File: src/rtl/scan_control.sv
`default_nettype none
// +----------------------------------------------------------------------------+
// | Module   : scan_control                                                    |
// | Purpose  : 8-digit multiplexed display scanner. It double-buffers the      |
// |            digit data, so new data reaches the display only at a frame     |
// |            boundary.                                                       |
// | Option   : LEADING_ZERO_BLANK_EN turns off the anodes of leading-zero slots.|
// | Revision : 1.0  initial release                                            |
// +----------------------------------------------------------------------------+
module scan_control #(
  parameter int unsigned REFRESH_DIV = 100000
) (
  input  logic        clk,
  input  logic        rst_n,
  input  logic        disp_en,
  input  logic        wr_en,
  input  logic [31:0] wr_data,
  output logic [2:0]  refreshcounter,
  output logic [3:0]  one_digit,
  output logic [7:0]  an,
  output logic        pending,
  output logic        frame_done
);

  localparam int unsigned          C_PW   = $clog2(REFRESH_DIV);
  localparam logic [C_PW-1:0]      C_LAST = C_PW'(REFRESH_DIV - 1);

  logic [C_PW-1:0] prescaler_q, prescaler_d;
  logic [2:0]      slot_q, slot_d;
  logic [31:0]     shadow_q, shadow_d;
  logic [31:0]     active_q, active_d;
  logic            pending_q, pending_d;
  logic            frame_done_q, frame_done_d;

  logic            w_tick;
  logic            w_boundary;
  logic [7:0]      w_blank;

  assign w_tick     = (prescaler_q == C_LAST);
  assign w_boundary = w_tick && (slot_q == 3'd7);

  always_comb begin
    prescaler_d  = w_tick ? '0 : prescaler_q + C_PW'(1);
    slot_d       = w_tick ? slot_q + 3'd1 : slot_q;
    frame_done_d = w_boundary;
    shadow_d     = wr_en ? wr_data : shadow_q;
    active_d     = active_q;
    pending_d    = pending_q;
    // A write on the boundary bypasses the shadow so it is never lost a frame.
    if (w_boundary && wr_en) begin
      active_d  = wr_data;
      pending_d = 1'b0;
    end else if (w_boundary && pending_q) begin
      active_d  = shadow_q;
      pending_d = 1'b0;
    end else if (wr_en) begin
      pending_d = 1'b1;
    end
  end

  always_ff @(posedge clk or negedge rst_n) begin
    if (!rst_n) begin
      prescaler_q  <= '0;
      slot_q       <= 3'd0;
      shadow_q     <= 32'd0;
      active_q     <= 32'd0;
      pending_q    <= 1'b0;
      frame_done_q <= 1'b0;
    end else begin
      prescaler_q  <= prescaler_d;
      slot_q       <= slot_d;
      shadow_q     <= shadow_d;
      active_q     <= active_d;
      pending_q    <= pending_d;
      frame_done_q <= frame_done_d;
    end
  end

`ifdef LEADING_ZERO_BLANK_EN
  // Slot i is dark when it and every slot above it hold zero; slot 0 always shows.
  for (genvar gi = 0; gi < 8; gi++) begin : g_blank
    if (gi == 0) begin : g_digit0
      assign w_blank[gi] = 1'b0;
    end else begin : g_upper
      assign w_blank[gi] = (active_q[31:4*gi] == '0);
    end
  end
`else
  assign w_blank = 8'h00;
`endif

  always_comb begin
    an = 8'hFF;
    if (disp_en && !w_blank[slot_q]) begin
      an[slot_q] = 1'b0;
    end
  end

  assign refreshcounter = slot_q;
  assign one_digit      = active_q[{slot_q, 2'b00} +: 4];
  assign pending        = pending_q;
  assign frame_done     = frame_done_q;

endmodule
`default_nettype wire

File: config.mk
export PLATFORM = sky130hd
export DESIGN_NAME = scan_control
export DESIGN_NICKNAME = d
export VERILOG_FILES = /design/src/rtl/scan_control.sv
export SDC_FILE = /design/constraint.sdc
export NUM_CORES = 1
export LEC_CHECK = 0
export CAP_MARGIN = 25
export CORE_MARGIN = 2
export CORE_UTILIZATION = 49
export DETAILED_ROUTE_END_ITERATION = 12
export HOLD_SLACK_MARGIN = 0.12
export PLACE_DENSITY = 0.72
export SLEW_MARGIN = 30
export SYNTH_ARGS = -nofsm -noshare
export SYNTH_HDL_FRONTEND = slang
export SYNTH_SLANG_ARGS = --single-unit
File: constraint.sdc
create_clock -name clk -period 2.2 [get_ports clk]
set_input_delay 0.44 -clock clk [delete_from_list [all_inputs] [get_ports clk]]
set_output_delay 0.44 -clock clk [all_outputs]
set_load 0.01 [all_outputs]
=== Word level (Yosys, flattened, before mapping) ===
Memories as Yosys holds them, arrays and structs flattened.
Index checks and enable logic that the tools add are counted.
W data, S select, Z words.

* Add/subtract/negate cells: 2
* Magnitude comparators: 2
* Equality and inequality tests: 2
* Shifts and indexed selects: 1
* Multiplexer cells: 10
* Bitwise logic cells: 1
* Reductions and logical operators: 8

{| class="wikitable"
|+ Operator list
! operator !! number
|-
| $mux W32 || 2
|-
| $shiftx A32 B6 Y4 || 1
|-
| $add A17 B1 Y17 const B || 1
|-
| $eq A17 B17 Y1 const B || 1
|-
| $mux W17 || 1
|-
| $mux W8 || 1
|-
| $not A8 Y8 || 1
|-
| $logic_and A1 B1 Y1 || 5
|-
| $mux W1 || 5
|-
| $lt A3 B4 Y1 const B || 1
|-
| $add A3 B1 Y3 const B || 1
|-
| $demux W1 S3 || 1
|-
| $eq A3 B3 Y1 const B || 1
|-
| $ge A3 B1 Y1 const B || 1
|-
| $reduce_bool A3 Y1 || 1
|-
| $reduce_bool A2 Y1 || 1
|-
| $logic_not A1 Y1 || 1
|}

* Bits in registers: 86
* ROM bits: 8
* Output and inout bits: 17
* Memories kept: 1

{| class="wikitable"
|+ Memory list
! name !! depth !! bits a word !! rd ports !! clocked after memory_dff !! write ports !! line !! RTL
|-
| (name not given) || 8 || 1 || 1 || 0 || 0 || 94 || <nowiki>if (disp_en && !w_blank[slot_q]) begin</nowiki>
|}

=== Logic depth before layout (Yosys ltp) ===
* Word-level depth: 6
* Gate-level depth with buffers: 6
* Gate-level depth less buffers: 5

=== Least setup slack after synthesis ===
Ideal clock, no wire load.

* Path kind: register to register
* Start point: register prescaler_q[0]
* End point: register active_q[10]
* Library setup time: 125 ps
* Data arrival time: 2105 ps
* Required time: 2075 ps
* Slack: -30 ps
* Stages on the path, launching flop included: 7
* Clock period less this slack: 2230 ps
* Cell sequence: dfrtp_1 ha_1 nand3_1 or4_4 nor4b_4 buf_6 mux2_2

* Cells in the longest elaborated chain, start to end: 4

{| class="wikitable"
|+ Ends and longest elaborated chain
! item !! line !! RTL
|-
| start: declaration || 28 || <nowiki>logic [C_PW-1:0] prescaler_q, prescaler_d;</nowiki>
|-
| start signal: assignment || 70 || <nowiki>prescaler_q <= prescaler_d;</nowiki>
|-
| $eq A17 B17 Y1 * || 39 || <nowiki>assign w_tick = (prescaler_q == C_LAST);</nowiki>
|-
| $logic_and A1 B1 Y1 * || 40 || <nowiki>assign w_boundary = w_tick && (slot_q == 3'd7);</nowiki>
|-
| $logic_and A1 B1 Y1 (on tied branches) || 50, 53 ||
|-
| $mux W32 / $reduce_bool A2 Y1 (equally long branches) || n/a ||
|-
| end signal: assignment || 73 || <nowiki>active_q <= active_d;</nowiki>
|-
| end: declaration || 31 || <nowiki>logic [31:0] active_q, active_d;</nowiki>
|}

Every way passes the cells marked *; elsewhere a longest branch is shown, timed or not.
A chain may end at the register's enable or synchronous reset.

=== Worst setup path after layout ===
* Start point: register slot_q[0] (netlist: refreshcounter[0])
* End point: output one_digit[0]

* Cells in the longest elaborated chain, start to end: 1

{| class="wikitable"
|+ Ends and longest elaborated chain
! item !! line !! RTL
|-
| start: declaration || 29 || <nowiki>logic [2:0] slot_q, slot_d;</nowiki>
|-
| start signal: assignment || 71 || <nowiki>slot_q <= slot_d;</nowiki>
|-
| $shiftx A32 B6 Y4 || 100 || <nowiki>assign one_digit = active_q[{slot_q, 2'b00} +: 4];</nowiki>
|-
| end: declaration || 19 || <nowiki>output logic [3:0] one_digit,</nowiki>
|}

Every way passes these cells.

==> impl_metrics.tcl <==
set metrics [dict create \
    outcome "finished clean" \
    synth.most_common_cell "dfrtp_1" \
    gpl.final_weighted_congestion 0.774 \
    detail_routed_net_length_per_standard_cell_um 16.0 \
    totalWireLength_um 7420 \
    fin_skew_ns 0.0145 \
    post_route_cells_drive_above_1_share_pct 38.3 \
    cts_tree "built" \
    p_int_uw 2320 \
    fmaxAchievable_mhz 464 \
    die-width_um 91.5 \
    async_flop_share_pct 100 \
    post_drt_via_cell_ratio 5.25 \
    port_buffers 52 \
    power_leakage_uw 0.00218 \
    max-vdd-ir-drop_mv 0.368 \
    synthDistinctLibCells 34 \
    htreeDepth 3 \
    iter_0_drt_violations 106 \
    max_slew_margin_pct 60.7 \
    cp_max_fanout 6 \
    std_cell_rows 31 \
    power.combinational.fraction_pct 6.9 \
    drtAntennaViolNets 0 \
    chipHeight_um 91.5 \
    pre_cts_slack_ns -0.00839 \
    detailed_place_hpwl_um 4780 \
    finalWorstSetupSlack_ns 0.0468 \
    post_synthesis_net_count 314 \
    placed_area_sq_mm 0.00454 \
    clock_sinks 86 \
    slew_viol_final 0 \
    grt_overflow_total 0 \
    first_global_vias 2407 \
    startpoint_type "flop" \
    clock_path_buffers 2 \
    powerDensity_mw_per_mm2 603 \
    cells_after_synth 275 \
    io_pins 53 \
    initial_core_util_pct 51.1 \
    layout.cell_area.non_filler_sq_mm 0.00495 \
    grt_setup_unrepaired "yes" \
    synth_top_cells_by_area "dfrtp_1 57%, mux2_2 21%, xnor2_1 2.6%, mux2i_1 1.9%, nand3_1 1.6%" \
    timing_hold_violations_final 0 \
    hold_class "flop to flop" \
    clockPowerShare_pct 37.8 \
    worst_skew_pair.late_latency_ns 0.36 \
    finalPower_uw 2980 \
    groute.usage.overall_pct 18.2 \
    syn_to_final_growth_pct 31.9 \
    drc 0 \
    finalCritPeriodShare_pct 97.9 \
    design.final.nets 400 \
    power_frac_seq_pct 55.3 \
    power_switching_share_pct 22.3 \
    path_clk_slew_ns 0.09 \
    switching_power_uw 665 \
    core_footprint_sq_mm 0.00733 \
    wp_data_required_ns 1.76 \
    synth_enable_flop_cells 0 \
    mappedNetlistArea_sq_mm 0.00375 \
    grt_max_degree 55 \
    clock-root-buffer "clkbuf_8" \
    die_area_sq_mm 0.00837 \
    synth-seq-cells 86 \
    setup.worst_path.end_class "primary output" \
    synth_seq_area_share_pct 57.4 \
    timing.reg2reg.worst_path_depth 7 \
    synth_top_cell_area_share_pct 57.4 \
    synthFlopType "dfrtp_1" \
    period_minus_slack_ns 2.15 \
    setup.worst_path.class "flop to primary output" \
    final_count_of_negative_setup_slack_endpoints 0 \
    antennaDiodeCount 0 \
    min_delay_path_depth 1 \
    critical_path_data_arrival_time_ns 1.71 \
    max-cap-violations 0 \
    dr_total_vias 2443 \
    number_of_antenna_violations_at_the_first_check_in_global_routing 0 \
    cell_type_with_the_largest_total_area_after_synthesis "dfrtp_1" \
    tritoncts.num_buffers 9 \
    drt_pass1_iterations 4 \
    worst_pin_slew_ns 0.584 \
    post_synth_most_frequent_cells "86 x dfrtp_1, 71 x mux2_2, 14 x nor2_1" \
    yosysWarnings 0 \
    grt_first_pass_wirelength_um 11800 \
    postSynthAreaPerCell_sq_um 13.6 \
]
## final timing paths
path                                               startpoint                             to  slack [ns]
worst max-delay path            refreshcounter[0]$_DFFE_PN0N_                   one_digit[0]        0.05
worst min-delay path                 shadow_q[22]$_DFFE_PN0P_       shadow_q[22]$_DFFE_PN0P_        0.50
worst max register to register       prescaler_q[1]$_DFF_PN0_        active_q[1]$_DFFE_PN0P_        0.05
worst min register to register       shadow_q[22]$_DFFE_PN0P_       shadow_q[22]$_DFFE_PN0P_        0.50
max in group asynchronous                               rst_n  refreshcounter[2]$_DFFE_PN0N_        1.00
min in group asynchronous                               rst_n       active_q[14]$_DFFE_PN0P_        0.55
## power groups by stage
stage,registers (uW),clock network [uW],logic [uW]
6_report,1650,1130,205
5_1_grt,1660,1240,225
4_1_cts,1650,1150,208
3_5_place_dp,1680,0,205
3_3_place_gp,1680,0,202
2_1_floorplan,1680,0,86.8
## cell families (layout without fill, tap and decap cells)
| kind of cell | Yosys count | in the layout | synth area share, % |
|---|---|---|---|
| mux | 78 | 78 | 23.2 |
| fa+ha+maj | 3 | 3 | 1.00 |
| xor+xnor | 15 | 15 | 3.50 |
| buf+inv | 15 | 106 | 2.64 |
| flops | 86 | 86 | 57.4 |
| compound gates | 16 | 16 | 2.90 |
| simple gates | 62 | 62 | 9.35 |
## flip-flops by register name (all words and copies together), names as in the netlist
signal,count
prescaler_q,17
refreshcounter,3
pending,1
active_q,32
frame_done,1
shadow_q,32
## final cells by class
| cell class | count | area (sq um) |
|---|---|---|
| fill | 527 | 2380 |
| sequential | 86 | 2150 |
| clock inverter | 6 | 66.3 |
| timing repair buffer | 88 | 876 |
| multi-input combinational | 174 | 1580 |
| tap | 99 | 124 |
| clock buffer | 10 | 138 |
| inverter | 2 | 7.51 |
## cell usage in the layout (no fill, tap or decap), types with 3 or more instances in the layout
master | Yosys | final
buf_12 | 0 | 4
xnor2_1 | 11 | 11
nand2b_1 | 3 | 3
nand3_1 | 12 | 11
buf_4 | 3 | 26
nor4_1 | 3 | 3
nor2_1 | 14 | 13
nor3_1 | 3 | 3
dlygate4sd2_1 | 0 | 3
mux2i_1 | 7 | 6
o221ai_1 | 3 | 3
clkdlybuf4s50_1 | 0 | 42
mux2_2 | 71 | 59
dfrtp_1 | 86 | 85
nand4_1 | 6 | 6
buf_2 | 1 | 3
mux2_4 | 0 | 12
nand2_1 | 7 | 7
a21oi_1 | 3 | 3
clkbuf_8 | 0 | 10
xor2_1 | 4 | 4
buf_6 | 4 | 3
## through the flow
| stage | hold WS (ns) | setup TNS, ns | util (%) | cells |
|---|---|---|---|---|
| 4_1_cts | 0.504 | -0.0423 | 65.0 | 457 |
| 5_1_grt | 0.520 | -0.466 | 67.5 | 465 |
| 2_1_floorplan | 0.144 | 0 | - | 275 |
| 3_3_place_gp | 0.414 | 0 | 61.9 | 437 |
| 3_5_place_dp | 0.415 | -0.00856 | 61.9 | 437 |
| 6_report | 0.500 | 0 | 67.5 | 465 |
## routing by layer
layer | global-route usage (%) | up-vias | part of all wire [%]
li1 | - | 1157 | -
met1 | 24.3 | 1226 | 46
met2 | 28.5 | 49 | 49
met3 | 3.90 | 11 | 3.7
met4 | 8.08 | 0 | 1.7
met5 | 0 | - | 0
## critical path, cell delays in order, from the launching register on
cell and delay, ns:
dfrtp_1 0.37, buf_6 0.14, mux2_2 0.34, a22oi_1 0.20, o221ai_1 0.15, clkbuf_2 0.16
## repair_timing
| action | 4_1_cts | 5_1_grt |
|---|---|---|
| pin swaps | 0 | 2 |
| hold endpoints to repair | 32 | 0 |
| hold buffers | 1 | 0 |
| setup buffers | 3 | 5 |
| gates cloned | 0 | 3 |
| setup endpoints to repair | 9 | 38 |
| resized for setup | 23 | 26 |
Note: power is estimated with default switching activity, not from simulation.
